### config.mk
export PLATFORM = sky130hd
export DESIGN_NAME = ntt_address_sequencer
export DESIGN_NICKNAME = d
export VERILOG_FILES = /design/src/rtl/ntt_pkg.sv /design/src/rtl/ntt_butterfly_map.sv /design/src/rtl/ntt_address_sequencer.sv
export SDC_FILE = /design/constraint.sdc
export NUM_CORES = 1
export LEC_CHECK = 0
export ABC_AREA = 1
export CAP_MARGIN = 20
export CORE_ASPECT_RATIO = 1.1
export CORE_MARGIN = 5
export CORE_UTILIZATION = 45
export DETAILED_ROUTE_END_ITERATION = 8
export PLACE_DENSITY = 0.69
export SLEW_MARGIN = 20
export SYNTH_ARGS = -nofsm -noshare
export SYNTH_HDL_FRONTEND = slang
export SYNTH_SLANG_ARGS = --single-unit
### constraint.sdc
create_clock -name clk -period 2.6 [get_ports clk]
set_clock_uncertainty 0.15 [all_clocks]
set_input_delay 0.52 -clock clk [delete_from_list [all_inputs] [get_ports clk]]
set_output_delay 0.52 -clock clk [all_outputs]
set_load 0.03 [all_outputs]
### src/rtl/ntt_pkg.sv
`default_nettype none
// +------------------------------------------------------------------+
// | ntt_pkg : shared types and constants for the NTT address path    |
// | Rev 1.0                                                          |
// +------------------------------------------------------------------+
package ntt_pkg;

   localparam int   LOG_N_DEFAULT = 8;
   localparam logic MODE_FWD      = 1'b0;
   localparam logic MODE_INV      = 1'b1;

   typedef enum logic [1:0] {
      ST_IDLE = 2'd0,
      ST_RUN  = 2'd1,
      ST_GAP  = 2'd2,
      ST_FIN  = 2'd3
   } state_e;

endpackage
`default_nettype wire

### src/rtl/ntt_butterfly_map.sv
`default_nettype none
// +------------------------------------------------------------------+
// | ntt_butterfly_map : (j, s, mode) -> operand/twiddle addresses    |
// | Rev 1.0                                                          |
// +------------------------------------------------------------------+
module ntt_butterfly_map
   import ntt_pkg::*;
#(
   parameter int LOG_N = LOG_N_DEFAULT,
   parameter int SW    = $clog2(LOG_N)
)(
   input  logic [LOG_N-2:0] j_i,
   input  logic [SW-1:0]    s_i,
   input  logic             mode_i,
   output logic [LOG_N-1:0] addr_a_o,
   output logic [LOG_N-1:0] addr_b_o,
   output logic [LOG_N-2:0] twiddle_o
);

   localparam logic [SW-1:0] c_s_max = SW'(LOG_N - 1);

   logic [SW-1:0]    w_sh_span;
   logic [SW-1:0]    w_sh_tw;
   logic [LOG_N-1:0] w_j;
   logic [LOG_N-1:0] w_span;
   logic [LOG_N-1:0] w_k;
   logic [LOG_N-1:0] w_g;

   // Span and twiddle shifts are complementary: log2(t) + tw_shift = LOG_N-1.
   always_comb begin
      w_sh_span = (mode_i == MODE_INV) ? s_i : c_s_max - s_i;
      w_sh_tw   = (mode_i == MODE_INV) ? c_s_max - s_i : s_i;
      w_j       = {1'b0, j_i};
      w_span    = LOG_N'(1) << w_sh_span;
      w_k       = w_j & (w_span - LOG_N'(1));
      w_g       = w_j >> w_sh_span;
      addr_a_o  = ((w_g << w_sh_span) << 1) | w_k;
      addr_b_o  = addr_a_o | w_span;
      twiddle_o = w_k[LOG_N-2:0] << w_sh_tw;
   end

endmodule
`default_nettype wire

### src/rtl/ntt_address_sequencer.sv
`default_nettype none
// +------------------------------------------------------------------+
// | ntt_address_sequencer : butterfly address/twiddle beat generator |
// | Rev 1.0                                                          |
// +------------------------------------------------------------------+
module ntt_address_sequencer
   import ntt_pkg::*;
#(
   parameter int LOG_N     = LOG_N_DEFAULT,
   parameter int STAGE_GAP = 0
)(
   input  logic                     clk,
   input  logic                     rst,
   input  logic                     start,
   input  logic                     mode,
   input  logic                     out_ready,
   output logic                     out_valid,
   output logic [LOG_N-1:0]         addr_a,
   output logic [LOG_N-1:0]         addr_b,
   output logic [LOG_N-2:0]         twiddle_addr,
   output logic [$clog2(LOG_N)-1:0] stage,
   output logic                     stage_last,
   output logic                     busy,
   output logic                     done
);

   localparam int             SW         = $clog2(LOG_N);
   localparam int             HW         = LOG_N - 1;
   localparam logic [HW-1:0]  c_j_last   = '1;
   localparam logic [SW-1:0]  c_s_last   = SW'(LOG_N - 1);
   localparam logic [3:0]     c_gap_last = (STAGE_GAP > 0) ? 4'(STAGE_GAP - 1) : 4'd0;

   state_e        state_q, state_d;
   logic [HW-1:0] j_q, j_d;
   logic [SW-1:0] s_q, s_d;
   logic [3:0]    gap_q, gap_d;
   logic          mode_q, mode_d;
   logic          valid_d;
   logic          done_d;

   logic [LOG_N-1:0] w_addr_a;
   logic [LOG_N-1:0] w_addr_b;
   logic [HW-1:0]    w_twiddle;

   // Output registers load from next-state counters so every port is registered.
   ntt_butterfly_map #(
      .LOG_N (LOG_N),
      .SW    (SW)
   ) u_map (
      .j_i       (j_d),
      .s_i       (s_d),
      .mode_i    (mode_d),
      .addr_a_o  (w_addr_a),
      .addr_b_o  (w_addr_b),
      .twiddle_o (w_twiddle)
   );

   always_comb begin
      state_d = state_q;
      j_d     = j_q;
      s_d     = s_q;
      gap_d   = gap_q;
      mode_d  = mode_q;
      valid_d = 1'b0;
      done_d  = 1'b0;
      unique case (state_q)
         ST_IDLE: begin
            if (start) begin
               state_d = ST_RUN;
               j_d     = '0;
               s_d     = '0;
               gap_d   = '0;
               mode_d  = mode;
               valid_d = 1'b1;
            end
         end
         ST_RUN: begin
            valid_d = 1'b1;
            if (out_ready) begin
               if (j_q != c_j_last) begin
                  j_d = j_q + HW'(1);
               end else if (s_q == c_s_last) begin
                  state_d = ST_FIN;
                  valid_d = 1'b0;
                  done_d  = 1'b1;
               end else begin
                  j_d = '0;
                  s_d = s_q + SW'(1);
                  if (STAGE_GAP > 0) begin
                     state_d = ST_GAP;
                     gap_d   = '0;
                     valid_d = 1'b0;
                  end
               end
            end
         end
         ST_GAP: begin
            if (gap_q == c_gap_last) begin
               state_d = ST_RUN;
               gap_d   = '0;
               valid_d = 1'b1;
            end else begin
               gap_d = gap_q + 4'd1;
            end
         end
         ST_FIN: begin
            state_d = ST_IDLE;
         end
         default: begin
            state_d = ST_IDLE;
         end
      endcase
   end

   always_ff @(posedge clk or posedge rst) begin
      if (rst) begin
         state_q      <= ST_IDLE;
         j_q          <= '0;
         s_q          <= '0;
         gap_q        <= '0;
         mode_q       <= MODE_FWD;
         out_valid    <= 1'b0;
         addr_a       <= '0;
         addr_b       <= '0;
         twiddle_addr <= '0;
         stage        <= '0;
         stage_last   <= 1'b0;
         busy         <= 1'b0;
         done         <= 1'b0;
      end else begin
         state_q      <= state_d;
         j_q          <= j_d;
         s_q          <= s_d;
         gap_q        <= gap_d;
         mode_q       <= mode_d;
         out_valid    <= valid_d;
         addr_a       <= valid_d ? w_addr_a  : '0;
         addr_b       <= valid_d ? w_addr_b  : '0;
         twiddle_addr <= valid_d ? w_twiddle : '0;
         stage        <= valid_d ? s_d       : '0;
         stage_last   <= valid_d && (j_d == c_j_last);
         busy         <= (state_d != ST_IDLE);
         done         <= done_d;
      end
   end

endmodule
`default_nettype wire

==> results of run 1 <==
==> cell families after synthesis <==
family          count (synthesis)  synth area share [%]
simple gates                  243                  40.7
xor+xnor                        2                 0.575
compound gates                 36                  7.52
buf+inv                        66                  10.6
fa+ha+maj                       5                  2.05
flops                          47                  38.6
==> layout by cell type (no fill, tap or decap), drive strengths merged <==
| master | netlist | final |
|---|---|---|
| nand2 | 139 | 140 |
| buf | 9 | 110 |
| inv | 56 | 56 |
| dfrtp | 47 | 47 |
| nor2 | 42 | 42 |
| nand3 | 40 | 40 |
| clkdlybuf4s50 | 0 | 32 |
| o21ai | 24 | 24 |
| nand4 | 15 | 15 |
| clkbuf | 0 | 6 |
| a21oi | 6 | 6 |
| nor3 | 6 | 6 |
| ha | 5 | 5 |
| o22ai | 2 | 2 |
| dlygate4sd2 | 0 | 2 |
| xnor2 | 1 | 1 |
| bufinv | 1 | 1 |
| a221oi | 1 | 1 |
| o21bai | 1 | 1 |
| o211ai | 1 | 1 |
| o221ai | 1 | 1 |
| nor4 | 1 | 1 |
| xor2 | 1 | 1 |
| clkinv | 0 | 1 |
| clkinvlp | 0 | 1 |
==> flip-flops by register name, summed over array words and instances (netlist names) <==
| register | cells |
|---|---|
| done | 1 |
| busy | 1 |
| stage | 3 |
| s_q | 3 |
| addr_a | 8 |
| gap_q | 4 |
| stage_last | 1 |
| mode_q | 1 |
| j_q | 7 |
| state_q | 2 |
| twiddle_addr | 7 |
| out_valid | 1 |
| addr_b | 8 |
==> stage by stage <==
stage               total power, mW  hold slack (ps)  TNS, ps  setup WS (ps)  instances
finish                         4.33              393    -1050           -156        625
global route                   4.59              420    -3880           -271        625
CTS                            3.85              395        0           3.71        605
detailed placement             3.31              382   -10250           -529        590
global placement               3.28              371    -9420           -500        590
floorplan                      2.37              337    -6.73          -6.73        399
==> what timing repair did <==
item,CTS,global route
gates resized for setup,19,97
pin swaps,14,54
setup endpoints to repair,20,22
gates cloned,0,1
hold buffers,0,0
buffers inserted,7,19
==> final cells by class <==
class	instances	area (µm²)
Clock inverter	2	16.3
Sequential cell	47	1180
Timing Repair Buffer	144	1230
Clock buffer	6	82.6
Tap cell	82	103
Inverter	57	230
Fill cell	481	1770
Multi-Input combinational cell	287	1980
==> report_power, final <==
| group | total (mW) | switching [mW] | leakage (nW) | internal [mW] |
|---|---|---|---|---|
| logic | 2.80 | 1.61 | 1.82 | 1.18 |
| registers | 1.06 | 0.114 | 0.574 | 0.942 |
| clock network | 0.479 | 0.261 | 0.0474 | 0.217 |
| total | 4.33 | 1.99 | 2.44 | 2.34 |
==> cell usage after synthesis, types with 2 or more instances <==
| library cell | count | area (µm²) |
|---|---|---|
| sky130_fd_sc_hd__nor2_2 | 5 | 31.3 |
| sky130_fd_sc_hd__o21ai_2 | 6 | 52.6 |
| sky130_fd_sc_hd__o21ai_1 | 3 | 15.0 |
| sky130_fd_sc_hd__nand3_1 | 29 | 145 |
| sky130_fd_sc_hd__buf_4 | 4 | 30.0 |
| sky130_fd_sc_hd__nor2_1 | 33 | 124 |
| sky130_fd_sc_hd__nand2_1 | 114 | 428 |
| sky130_fd_sc_hd__nand2_2 | 19 | 119 |
| sky130_fd_sc_hd__nand4_1 | 14 | 87.6 |
| sky130_fd_sc_hd__inv_2 | 4 | 15.0 |
| sky130_fd_sc_hd__nand3_2 | 10 | 100 |
| sky130_fd_sc_hd__nand2_4 | 6 | 67.6 |
| sky130_fd_sc_hd__buf_6 | 4 | 45.0 |
| sky130_fd_sc_hd__nor3_1 | 4 | 20.0 |
| sky130_fd_sc_hd__nor2_4 | 3 | 33.8 |
| sky130_fd_sc_hd__dfrtp_1 | 47 | 1180 |
| sky130_fd_sc_hd__inv_1 | 52 | 195 |
| sky130_fd_sc_hd__ha_1 | 5 | 62.6 |
| sky130_fd_sc_hd__o22ai_1 | 2 | 12.5 |
| sky130_fd_sc_hd__o21ai_0 | 14 | 70.1 |
| sky130_fd_sc_hd__a21oi_1 | 6 | 30.0 |
==> metal layers <==
metal	share of wire (%)	wire (µm)	GRT usage, %	vias up
met5	0	0	0	-
met3	5.3	521	3.00	20
li1	-	-	-	1555
met4	1.9	193	6.80	0
met1	42	4150	29.1	1600
met2	51	5040	36.2	126
==> worst max-delay path by stage <==
| stage | startpoint | to | slack [ps] | cells past startpoint |
|---|---|---|---|---|
| final | j_q[1] | twiddle_addr[6] | -160 | 19 |
| after global routing | j_q[0] | addr_b[5] | -270 | 18 |
| after CTS | state_q[1] | twiddle_addr[3] | 4 | 17 |
| after detailed placement | start | twiddle_addr[5] | -530 | 16 |
| after global placement | start | twiddle_addr[5] | -500 | 16 |
| after floorplan | s_q[0] | twiddle_addr[6] | -7 | 19 |
==> worst reg2reg max path: cells and delay by family, from the launching register on <==
family                   cells  cell delay [ps]
AND/OR/NAND/NOR             12             1230
AO/OA/AOI/OAI                2              300
buffers and inverters        3              270
adder cells (fa/ha/maj)      2              360
flip-flops                   1              380
==> run summary, run 1 <==
The worst setup margin is -156 ps. The chip width is 88.5 µm. The number of enable flip-flop cells after synthesis is 0.

The number of clock buffers added by TritonCTS is 5. The weighted congestion reported at the end of routability-driven placement came out at 0.966. Detailed placement finished with a half-perimeter wire length of 6.64 mm. The count of H-tree levels built during CTS came out at 2. The final reports fail on setup timing. In the synthesized netlist, the number of instances is 399. The area added between synthesis and finish is 58.4%. For hold timing, the worst endpoint is gap_q[0].

After detailed routing, the number of remaining DRC violations is 0. The number of buffer and inverter instances along the worst setup path is 3. Measured in cells, the most critical reg-to-reg path has a length of 19.

The data arrival time at the worst-slack endpoint came out at 2850 ps. In this design, the critical path's most frequently occurring cell is sky130_fd_sc_hd__nand2_1. Summed over all cells, the static leakage comes to 2.44 nW. The clock root buffer master is sky130_fd_sc_hd__clkbuf_8.

For the worst-skew pair, the clock arrives at the later sink with an insertion delay of 300 ps. The critical path start-end classification is reg2reg. The via count of the first global-routing pass came to 2963. The first detailed-routing pass ran for 5 iterations. The clock-pin slew on the worst setup and hold paths came out at 90 ps. The path category of the worst min-delay check is reg2reg. The standard cell area after detailed placement is 0.00409 mm². The wire length of the first global-routing pass came out at 14.2 mm. The pin count of the biggest net entering global routing came out at 48. The detail route stage leaves a number of antenna-violating nets equal to 0. In this run the critical register-to-register path is launched from j_q[1].

The critical path goes through ha_2 -> nand3_4 -> nor2_8 -> nand4_1 -> o21ai_2 -> buf_4 -> nand2_2 -> nand2_4 -> inv_4 -> nand2_4 -> ha_4 -> inv_1 -> nand2_2 -> nand3_4 -> o21ai_2 -> nand2_1 -> nand2_1 -> nand2_1 -> nand2_1. The final hold violation count came out at 0. The post-layout minimum cycle time is 2760 ps. The worst setup path is captured at a register. The number of violations of the max-capacitance limit came out at 0. The finished cells cover 0.00483 mm².

The share of layout cells above drive strength 1 came out at 46.2%. The final net count is 552. The mean area per synthesized cell came out at 7.64 µm². The floorplan die area is 0.00852 mm².

The transition at the pin with the smallest max-transition slack is 599 ps. The total of buffers placed on input and output ports came out at 34. Broken down by cell family, the worst path's largest delay share belongs to simple AND/OR/NAND/NOR gates. Synthesis inferred 47 register bits. The initial cell density of the core is roughly 46%. Cells fill 73.2% of the core in the end.

The die is 96.3 µm tall. The post-synth net total is 409. The number of unique standard cell types used by synthesis came out at 36. STA classifies the critical path startpoint as a register.

Global routing finished with a remaining overflow of 0. In this run the power density over the cells is 897 mW/mm². The longest clock path from root to sink contains 2 buffers. The number of max-slew violations in the final report is 0.

The combined area of all synthesized cells came out at around 0.003 mm². On the critical path, the stage with the largest delay is an instance of sky130_fd_sc_hd__dfrtp_1. The mean routed wirelength per cell came out at approximately 16 µm. The TritonCTS clock tree is built.

The terminus of the critical flop-to-flop path is twiddle_addr[6]. The number of stages on the worst hold path came out at 1. The final period utilization came out at 106%. The share of flip-flops with an asynchronous set or reset after synthesis came out at 100%. The required arrival time at the worst endpoint came out at around 2700 ps. The via count came out at around 3300.

The worst setup slack for register-to-register paths came out at -160 ps. VDD sags by at most 0.000593 V. The dominant register cell in the synthesized netlist is sky130_fd_sc_hd__dfrtp_1. The Yosys step of the flow raised 0 warnings.

The post-synthesis sequential area ratio is between 30% and 40%. The largest stage delay on the critical path came out at ~380 ps. The number of antenna violations at the first check in global routing is 0. The startpoint of the tightest hold check path is gap_q[0]. The area of the placeable core came out at 0.00659 mm². Derived from the worst setup path, the maximum achievable clock frequency is 363 MHz. The first-iteration detailed-routing DRC count came out at ~210. The final setup violation count is 16. The run finished, with violations left. The number of rows created at floorplan came out at 31. Setup repair after global routing could not meet its margin everywhere. The total clock sinks came out at 47. The repair_antennas step left the layout with diodes totalling 0. The combined global-route utilization of all metal layers came out at 21.7%.

The total wirelength of the detailed-routed design came out at 9.91 mm. The I/O pin total is 35. The max-slew headroom at the worst pin is 60.0%. The vias per cell is 5.28. The maximum net fanout on the critical path is 6.
Note: power is estimated with default switching activity, not from simulation.
==> run 2: changes to the inputs <==
ABC_AREA = default   (was 1)
PLACE_DENSITY = 0.7   (was 0.69)
==> run 2 against run 1 <==
The run still ends with setup timing left. Sequential share of layout area rose by 7.7 points. Worst setup slack worse by 23 ps. Final cell count shrank 32%. Total power down 9.8%. First-iteration DRC count is 12% higher. Largest power group unchanged. Flip-flop and latch count unchanged. Critical path depth down 7. Maximum frequency decreased by 0.83%. Largest cell class unchanged. Sequential power hardly changed. Area after synthesis decreased by 19%. Routed wire length shrank 29%. Synthesized cell count shrank 38%.
==> run summary, run 2 <==
The final period utilization came to 107% (was 106%). The dominant register cell in the synthesized netlist is sky130_fd_sc_hd__dfrtp_1 (unchanged). The number of remaining DRC errors came out at 0 (unchanged).

The worst voltage drop across the vdd grid came to 0.000742 V (was 0.000593 V). The post-place setup slack came out at -856 ps (was -529 ps). Failing checks: setup timing (unchanged).

The pin count of the biggest net entering global routing is 31 (was 48). The number of unique standard cell types used by synthesis came out at 63 (was 36). The number of max-slew violations in the final report came out at 0 (unchanged).

The area share of the leading cell type in the synthesized netlist is 47.8% (was 38.6%). The residual antenna-violating net count after detailed routing came out at 0 (unchanged). The internal power of the cells is 2.26 mW (was 2.34 mW).

Largest registers: addr_a x8, addr_b x8 (unchanged). The maximum net fanout on the critical path came to 3 (was 6). Cell chain of the critical path: ha_2 -> and4_4 -> nand4_1 -> o211ai_2 -> buf_4 -> nand3_2 -> and2_4 -> nand3_4 -> ha_4 -> nand2b_4 -> mux4_2 -> o32ai_2 (was ha_2 -> nand3_4 -> nor2_8 -> nand4_1 -> o21ai_2 -> buf_4 -> nand2_2 -> nand2_4 -> inv_4 -> nand2_4 -> ha_4 -> inv_1 -> nand2_2 -> nand3_4 -> o21ai_2 -> nand2_1 -> nand2_1 -> nand2_1 -> nand2_1). The number of enable flip-flop cells after synthesis is 0 (unchanged). RSZ-0062 raised after global routing: true (unchanged). The area of the placeable core was 0.00536 mm² (was 0.00659 mm²). The met1 demand-to-capacity share in global routing was 29.2% (was 29.1%). The maximum buffer depth of the clock tree came out at 2 (unchanged). The clock root buffer master is sky130_fd_sc_hd__clkbuf_8 (unchanged). The count of H-tree levels built during CTS came to 2 (unchanged).

The required arrival time at the worst endpoint is 2670 ps (was 2700 ps). The post-synthesis cell count is 247 (was 399). The number of buffer and inverter instances along the worst setup path is 1 (was 3). The power dissipated by switching net loads came out at 1.64 mW (was 1.99 mW). The maximum achievable frequency was 360 MHz (was 363 MHz). The total wirelength of the detailed-routed design is 7.07 mm (was 9.91 mm).

The max-slew headroom at the worst pin was 58.2% (was 60.0%). The combined area of all synthesized cells is 0.00246 mm² (was 0.00305 mm²). The cell with the most instances after synthesis is sky130_fd_sc_hd__dfrtp_1 (was sky130_fd_sc_hd__nand2_1).

The clock-pin slew on the worst setup and hold paths came to 90 ps (about the same). The final hold violation count came to 0 (unchanged). The via count was 2313 (was 3301). The total of warnings raised by yosys was 0 (unchanged). Run status: finished with violations (unchanged). The met2 track demand over resource in global routing is 34.3% (was 36.2%).

The most common cell after layout, fill and taps aside is sky130_fd_sc_hd__buf_4 (unchanged). The first-iteration detailed-routing DRC count is 235 (was 209). The number of filler cells placed in the layout came out at 425 (was 481). The total of buffers placed on input and output ports came out at 34 (unchanged). The clock network fraction of total power is 10.7% (was 11.1%). The number of rows created at floorplan is 28 (was 31). The total half-perimeter wirelength after legalization and detailed placement is 5.14 mm (was 6.64 mm). The worst setup margin was -179 ps (was -156 ps). The library cell contributing the largest single delay on the critical path is sky130_fd_sc_hd__mux4_2 (was sky130_fd_sc_hd__dfrtp_1). The combinational share of power came out at 62.6% (was 64.6%). The mean area per synthesized cell came out at 9.97 µm² (was 7.64 µm²). The post-synthesis sequential area ratio came out at 47.8% (was 38.6%).

The register bit count reported by yosys came out at 47 (unchanged). The startpoint class of the critical path was a register (unchanged). The post-synth net total came out at 257 (was 409). The peak-usage layer in the global routing report was met2 (unchanged). The switching fraction of total power is 42.0% (was 45.9%).

Top library cells by usage in the layout, fill and taps aside: sky130_fd_sc_hd__buf_4 (69), sky130_fd_sc_hd__dfrtp_1 (47), sky130_fd_sc_hd__clkdlybuf4s50_1 (32) (was sky130_fd_sc_hd__buf_4 (101), sky130_fd_sc_hd__nand2_1 (84), sky130_fd_sc_hd__dfrtp_1 (46)). The floorplan die area is 0.00705 mm² (was 0.00852 mm²). The share of total power in sequential cells is 26.7% (was 24.4%). The worst hold margin came out at 409 ps (was 393 ps).

The share of flip-flops with an asynchronous set or reset after synthesis is 100% (unchanged). The combined global-route utilization of all metal layers came out at 21.4% (was 21.7%). The post-layout minimum cycle time is 2780 ps (was 2760 ps). The overall overflow remaining after global route is 0 (unchanged). The vias per cell is 5.43 (was 5.28).

The die height is 87.6 µm (was 96.3 µm). The final setup violation count is 6 (was 16). The via count of the first global-routing pass came out at 2333 (was 2963).

The number of antenna violations at the first check in global routing came out at 0 (unchanged). The area added between synthesis and finish is 48.9% (was 58.4%). The cts-stage hold buffer count came out at 0 (unchanged).

The largest stage delay on the critical path came out at 480 ps (was 380 ps). The TritonCTS buffer count came to 5 (unchanged). The cell type group with the largest total delay on the critical path was simple AND/OR/NAND/NOR gates (unchanged). The reported leakage power came out at 1.69 nW (was 2.44 nW). The chip width came out at 80.5 µm (was 88.5 µm). The initial cell density of the core came out at 45.9% (was 46.2%).

The data arrival time at the worst-slack endpoint is 2840 ps (was 2850 ps). The number of cell instances on the worst register-to-register path is 12 (was 19). The mean routed wirelength per cell is 16.6 µm (was 15.9 µm). The total clock sinks is 47 (unchanged).

The sum of internal, switching and leakage power came out at 3.90 mW (was 4.33 mW). The share of layout cells above drive strength 1 is 36.8% (was 46.2%). The final net count is 361 (was 552). The critical path start-end classification was reg2reg (unchanged).

The wire length of the first global-routing pass came out at 11.5 mm (was 14.2 mm). The largest area contributor in the synthesized netlist is sky130_fd_sc_hd__dfrtp_1 (unchanged). The worst-skew pair later-pin latency is 300 ps (about the same).

The transition at the pin with the smallest max-transition slack came out at 627 ps (was 599 ps). The diode insertion count for antenna repair came out at 0 (unchanged). The weighted congestion reported at the end of routability-driven placement is 0.881 (was 0.966). The met3 usage is 4.22% (was 3.00%). Most frequent cells after synthesis: sky130_fd_sc_hd__dfrtp_1 (47), sky130_fd_sc_hd__nand2_1 (27), sky130_fd_sc_hd__nor2_1 (18), sky130_fd_sc_hd__nand3_1 (13) (was sky130_fd_sc_hd__nand2_1 (114), sky130_fd_sc_hd__inv_1 (52), sky130_fd_sc_hd__dfrtp_1 (47), sky130_fd_sc_hd__nor2_1 (33), sky130_fd_sc_hd__nand3_1 (29)). The post-layout utilization of the core is 68.4% (was 73.2%). The number of violations of the max-capacitance limit came out at 0 (unchanged). Cell types occupying the most area after synthesis: sky130_fd_sc_hd__dfrtp_1 (48%), sky130_fd_sc_hd__nand2_1 (4.1%), sky130_fd_sc_hd__nor2_1 (2.7%) (was sky130_fd_sc_hd__dfrtp_1 (39%), sky130_fd_sc_hd__nand2_1 (14%), sky130_fd_sc_hd__inv_1 (6.4%)).

The areal power density over the cells is 1060 mW/mm² (was 897 mW/mm²). The path category of the worst min-delay check is reg2reg (unchanged). The number of stages on the worst hold path came to 1 (unchanged).

The count of cell instances traversed by the critical path came out at 12 (was 19). The count of TritonRoute iterations in the first routing pass came out at 4 (was 5). The TritonCTS clock tree is built (unchanged).

The type of destination of the critical path is a register (unchanged). The I/O pin total was 35 (unchanged).
==> run 2: cell types whose count changed after synthesis, moves of 6 or more <==
cell	previous run	this run
sky130_fd_sc_hd__nand2_1	114	27
sky130_fd_sc_hd__nand3_2	10	1
sky130_fd_sc_hd__inv_1	52	12
sky130_fd_sc_hd__nand3_1	29	13
sky130_fd_sc_hd__nand2_2	19	0
sky130_fd_sc_hd__nand4_1	14	5
sky130_fd_sc_hd__a21oi_1	6	12
sky130_fd_sc_hd__nand2_4	6	0
sky130_fd_sc_hd__o21ai_0	14	7
sky130_fd_sc_hd__mux2i_1	0	6
sky130_fd_sc_hd__nor2_1	33	18
==> run 2: path summary, 6_finish.rpt <==
path / from / end / slack, ps
min reg2reg: gap_q[0] / gap_q[0] / 410
max: j_q[0] / twiddle_addr[4] / -180
min in group asynchronous: rst / addr_b[2] / 470
max reg2reg: j_q[0] / twiddle_addr[4] / -180
min: gap_q[0] / gap_q[0] / 410
max in group asynchronous: rst / j_q[0] / 1200
==> run 2: layout make-up <==
class                      count  area [µm²]  share of cell area (%)
clock buffer                   5        68.8                    1.88
clock inverter                 2        13.8                   0.375
timing repair buffer         105         881                    24.0
multi-input combinational    178        1380                    37.7
sequential                    47        1180                    32.1
tap                           75        93.8                    2.56
inverter                      14        52.6                    1.43
==> run 2: cell families (layout without fill, tap and decap cells) <==
family / count (synthesis) / count (layout) / synth area share (%)
and+or+nand+nor: 99 / 99 / 21.6
xor gates and xnor gates: 4 / 4 / 1.73
adders and majority gates: 5 / 5 / 2.54
muxes: 8 / 8 / 3.81
buffers and inverters: 22 / 126 / 4.17
AOI/OAI and AO/OA: 62 / 62 / 18.4
DFF: 47 / 47 / 47.8
==> run 2: power by group through the flow <==
stage | Combinational (mW) | Clock, mW | Sequential (mW)
final | 2.44 | 0.418 | 1.04
after global routing | 2.60 | 0.474 | 1.07
after CTS | 2.23 | 0.437 | 1.04
after detailed placement | 2.18 | 0 | 1.06
after global placement | 2.15 | 0 | 1.06
after floorplan | 0.886 | 0 | 1.43
==> run 2: metal layers <==
metal / up-vias / routed length, µm
met3: 9 / 397
met5: - / 0
met1: 1109 / 3070
met4: 0 / 99
met2: 93 / 3500
li1: 1102 / -
==> run 2: repair_timing <==
item	CTS	global route
pin swaps	9	9
setup endpoints to repair	14	11
cloned	0	0
resized for setup	16	20
buffers inserted	3	2
==> run 2: through the flow <==
stage	cells	TNS [ps]	instance area, µm²
detailed placement	414	-10800	3380
CTS	424	-472	3550
global route	426	-1450	3670
global placement	414	-9900	3380
floorplan	247	-1140	2500
finish	426	-614	3670
==> RTL change 1, RTL diff (config.mk and constraints of run 1) <==
Take the reset off `j_q` and load it in a clocked block of its own.
--- a/src/rtl/ntt_address_sequencer.sv
+++ b/src/rtl/ntt_address_sequencer.sv
@@ -116,5 +116,4 @@
       if (rst) begin
          state_q      <= ST_IDLE;
-         j_q          <= '0;
          s_q          <= '0;
          gap_q        <= '0;
@@ -130,5 +129,4 @@
       end else begin
          state_q      <= state_d;
-         j_q          <= j_d;
          s_q          <= s_d;
          gap_q        <= gap_d;
@@ -145,4 +143,8 @@
    end
 
+   always_ff @(posedge clk) begin
+      j_q <= j_d;
+   end
+
 endmodule
 `default_nettype wire
Function: same outputs for any inputs over 10 cycles, from zero or initial values and one cycle with rst high; that may be too few to reach the edited logic, so the function may still have changed.
==> RTL change 1 against run 1 <==
  * Area after synthesis is 1.1% lower
  * The flow still finishes with violations (negative setup slack)
  * Synthesized cell count stayed put
  * Highest routed layer unchanged
  * Sequential cell count stayed put
  * Largest power group unchanged
  * Wire length is 0.13% higher
  * Total power is 1.2% lower
  * Largest cell class unchanged
  * Combinational power is 5% lower
  * Setup slack better by 0.047 ns
  * Design area is 3.9% lower
==> RTL change 1: results (changes against run 1) <==
GR Util All Layers: 21.98% (was 21.71%)
Iter 0 DRT Violations: 255 (was 209)
failing checks: negative setup slack (unchanged)
clock buffer count from CTS: 5 (unchanged)
top_reg_cell synth: dfrtp_1 (unchanged)
CP max stage cell: dfrtp_1 (unchanged)
worst-case vdd ir drop: 514.1 uV (was 593.0 uV)
Synth Area per Inst: 7.548 um2 (was 7.636 um2)
Setup WS pre-CTS: -0.5939 ns (was -0.5290 ns)
ant diodes: 0 (unchanged)
P_sw: 1.955 mW (was 1.986 mW)
Compound-Gate Fraction of Synth Area: 7.603% (was 7.515%)
Post-DP Area: 3979 um2 (was 4094 um2)
met3 WL: 420 um (was 521 um)
grt met2 use: 38.00% (was 36.22%)
Netlist cell types: 37 (was 36)
via count: 3201 (was 3301)
slowest cell delay on critical path: 0.41 ns (was 0.38 ns)
Synth Area in Adders: 2.077% (was 2.053%)
post-route met1 wirelength: 4.134 mm (was 4.148 mm)
outcome: finished with violations (unchanged)
PostCTS Resize Cnt: 28 (was 19)
most frequent cells after synthesis: 114 x nand2_1, 52 x inv_1, 40 x dfrtp_1 (was 114 x nand2_1, 52 x inv_1, 47 x dfrtp_1)
final wirelength: 9.920 mm (was 9.907 mm)
Root Buffer: clkbuf_8 (unchanged)
sequential area share after synthesis: 37.89% (was 38.60%)
arrival time of the worst setup path: 2.77 ns (was 2.85 ns)
final setup fails: 12 (was 16)
min Tclk post-route: 2.709 ns (was 2.756 ns)
Post-CTS Setup Bufs: 6 (was 7)
fin cells: 609 (was 625)
Worst-Margin Slew: 0.4943 ns (was 0.5993 ns)
gp weighted congestion: 0.9379 (was 0.9664)
syn_nets: 409 (unchanged)
WL met2: 5.117 mm (was 5.044 mm)
DP Cell Count: 581 (was 590)
synth top area cells: dfrtp_1 33%, nand2_1 14%, inv_1 6.5%, nand3_1 4.8%, dfxtp_1 4.7% (was dfrtp_1 39%, nand2_1 14%, inv_1 6.4%, nand3_1 4.8%, nor2_1 4.1%)
CTS clock-pin slew for the worst setup and hold paths: 0.09 ns (about the same)
final setup margin: -0.1094 ns (was -0.1562 ns)
Critical Path Fanout Max: 4 (was 6)
number of global-route vias before repair: 3026 (was 2963)
Synth async-reset ratio: 85.11% (was 100.0%)
leakage: 2.342 nW (was 2.439 nW)
first-pass GRT wire length: 14.47 mm (was 14.23 mm)
Pre-Repair DR Iteration Count: 5 (unchanged)
DR top layer: met4 (unchanged)
largest net degree at the start of global routing: 41 (was 48)
M1 GR Usage: 28.15% (was 29.06%)
area share of xor/xnor cells in the synthesized design: 0.5816% (was 0.5749%)
layout cells sized above 1: 44.21% (was 46.22%)
met3 Track Usage GR: 2.911% (was 2.997%)
Setup TNS Final: -0.6042 ns (was -1.051 ns)
cell family contributing the most delay on the critical path: simple AND/OR/NAND/NOR gates (unchanged)
biggest regs: addr_a: 8 flops, addr_b: 8 flops (unchanged)
DPL Wire Length: 6.498 mm (was 6.639 mm)
Nets: 536 (was 552)
-- RTL change 1: final cells by class --
cell class                 count  area (um2)
inverter                      57       230.2
clock buffer                   5       68.82
fill                         487        1918
multi-input combinational    287        1943
tap                           82       102.6
clock inverter                 3       46.29
timing repair buffer         128        1101
sequential                    47        1145
-- RTL change 1: final timing paths --
kind / slack, ns / startpoint / end / cells past startpoint
worst max-delay path: -0.11 / s_q[0] / twiddle_addr[3] / 18
worst min-delay path: 0.42 / gap_q[0] / gap_q[0] / 1
worst max register to register: -0.11 / s_q[0] / twiddle_addr[3] / 18
worst min register to register: 0.42 / gap_q[0] / gap_q[0] / 1
max in group asynchronous: 1.47 / rst / state_q[1] / 3
min in group asynchronous: 0.46 / rst / out_valid / 3
-- RTL change 1: power groups by stage --
stage	Combinational, mW	Sequential, mW	Clock (mW)
CTS	2.29	1.06	0.564
global placement	2.19	1.06	0
floorplan	0.999	1.37	0
detailed placement	2.20	1.07	0
finish	2.65	1.06	0.566
global route	2.84	1.09	0.591
==> RTL change 2, RTL diff (config.mk and constraints of run 1) <==
Made on the original files. The package constant `LOG_N_DEFAULT` goes from 8 to 7.
--- a/src/rtl/ntt_pkg.sv
+++ b/src/rtl/ntt_pkg.sv
@@ -6,5 +6,5 @@
 package ntt_pkg;
 
-   localparam int   LOG_N_DEFAULT = 8;
+   localparam int   LOG_N_DEFAULT = 7;
    localparam logic MODE_FWD      = 1'b0;
    localparam logic MODE_INV      = 1'b1;
Ports: changed (resized addr_a, addr_b and twiddle_addr); port bits go from 35 to 32. The function was not compared with the original's and may differ.
==> RTL change 2 against run 1 <==
  * The flow still finishes with violations (negative setup slack)
  * Design area decreased by 16%
  * Wire length decreased by 26%
  * Total power increased by 3.4%
  * Sequential cell count decreased by 4
  * Maximum frequency decreased by 8.3%
  * Setup slack got worse by 0.25 ns
  * Area after synthesis decreased by 11%
  * Non-clock buffer count decreased by 22
==> RTL change 2: results (changes against run 1) <==
Post-DP Area: 3689 um2 (was 4094 um2)
M1 GR Usage: 24.52% (was 29.06%)
Synth Area per Inst: 7.432 um2 (was 7.636 um2)
Iter 0 DRT Violations: 210 (was 209)
Netlist cell types: 33 (was 36)
DP Cell Count: 537 (was 590)
Worst-Margin Slew: 0.5218 ns (was 0.5993 ns)
most frequent cells after synthesis: 112 x nand2_1, 46 x inv_1, 46 x nand3_1 (was 114 x nand2_1, 52 x inv_1, 47 x dfrtp_1)
layout cells sized above 1: 34.98% (was 46.22%)
clock network power share: 13.4% (was 11.1%)
DPL Wire Length: 5.281 mm (was 6.639 mm)
outcome: finished with violations (unchanged)
largest net degree at the start of global routing: 44 (was 48)
leakage: 2.131 nW (was 2.439 nW)
row count: 29 (was 31)
FILL cells: 438 (was 481)
FF-to-FF path depth: 21 (was 19)
sequential share of power: 21.3% (was 24.4%)
arrival time of the worst setup path: 3.08 ns (was 2.85 ns)
number of global-route vias before repair: 2746 (was 2963)
synth top area cells: dfrtp_1 40%, nand2_1 16%, nand3_1 8.5%, inv_1 6.4%, ha_1 4.2% (was dfrtp_1 39%, nand2_1 14%, inv_1 6.4%, nand3_1 4.8%, nor2_1 4.1%)
Setup WS pre-CTS: -0.8500 ns (was -0.5290 ns)
sequential area share after synthesis: 39.78% (was 38.60%)
drt wl/cell: 12.94 um (was 15.85 um)
first-pass GRT wire length: 12.41 mm (was 14.23 mm)
Nets: 499 (was 552)
post-route met1 wirelength: 3.061 mm (was 4.148 mm)
fin util: 70.17% (was 73.21%)
biggest regs: addr_a: 7 flops, addr_b: 7 flops (was addr_a: 8 flops, addr_b: 8 flops)
final setup fails: 18 (was 16)
met3 WL: 380 um (was 521 um)
WS Path Type: reg -> reg (unchanged)
gp weighted congestion: 0.8712 (was 0.9664)
Critical Path Fanout Max: 3 (was 6)
WL met2: 3.638 mm (was 5.044 mm)
Post-CTS Setup Bufs: 15 (was 7)
syn_nets: 378 (was 409)
grt met2 use: 34.02% (was 36.22%)
failing checks: negative setup slack (unchanged)
met3 Track Usage GR: 2.353% (was 2.997%)
port bufs: 31 (was 34)
worst-case vdd ir drop: 717.9 uV (was 593.0 uV)
final wirelength: 7.284 mm (was 9.907 mm)
seq pwr: 0.953 mW (was 1.06 mW)
reg2reg start: j_q[0] (was j_q[1])
final setup margin: -0.4062 ns (was -0.1562 ns)
-- RTL change 2: area by class of cell --
cell class	count	area share (%)
inverters	55	5.313
multi-input cells	258	37.59
well taps	77	2.365
clock inverters	2	1.474
clock buffers	6	1.781
repair buffers	122	25.06
flip-flops and latches	43	26.41
-- RTL change 2: kinds of logic after synthesis --
group	share of synthesized area, %
adders and majority gates	4.163
and+or+nand+nor	37.10
DFF	39.78
buffers and inverters	10.41
xor gates and xnor gates	0.6477
AOI/OAI and AO/OA	7.910
-- RTL change 2: worst max-delay path, stage by stage, from the launching register on --
cell	delay (ns)
dfrtp_1	0.37
ha_2	0.22
nand2_2	0.08
nor2_4	0.12
nand3_2	0.10
nand2_2	0.08
nand3_2	0.08
nand2_2	0.10
inv_2	0.06
ha_4	0.23
or2_4	0.23
nand2_4	0.07
nand2_4	0.06
clkinv_4	0.05
nand2_4	0.05
ha_4	0.23
or2_4	0.24
o21ai_2	0.13
nand2_1	0.08
nand2_1	0.07
nand2_2	0.05
a21oi_2	0.09
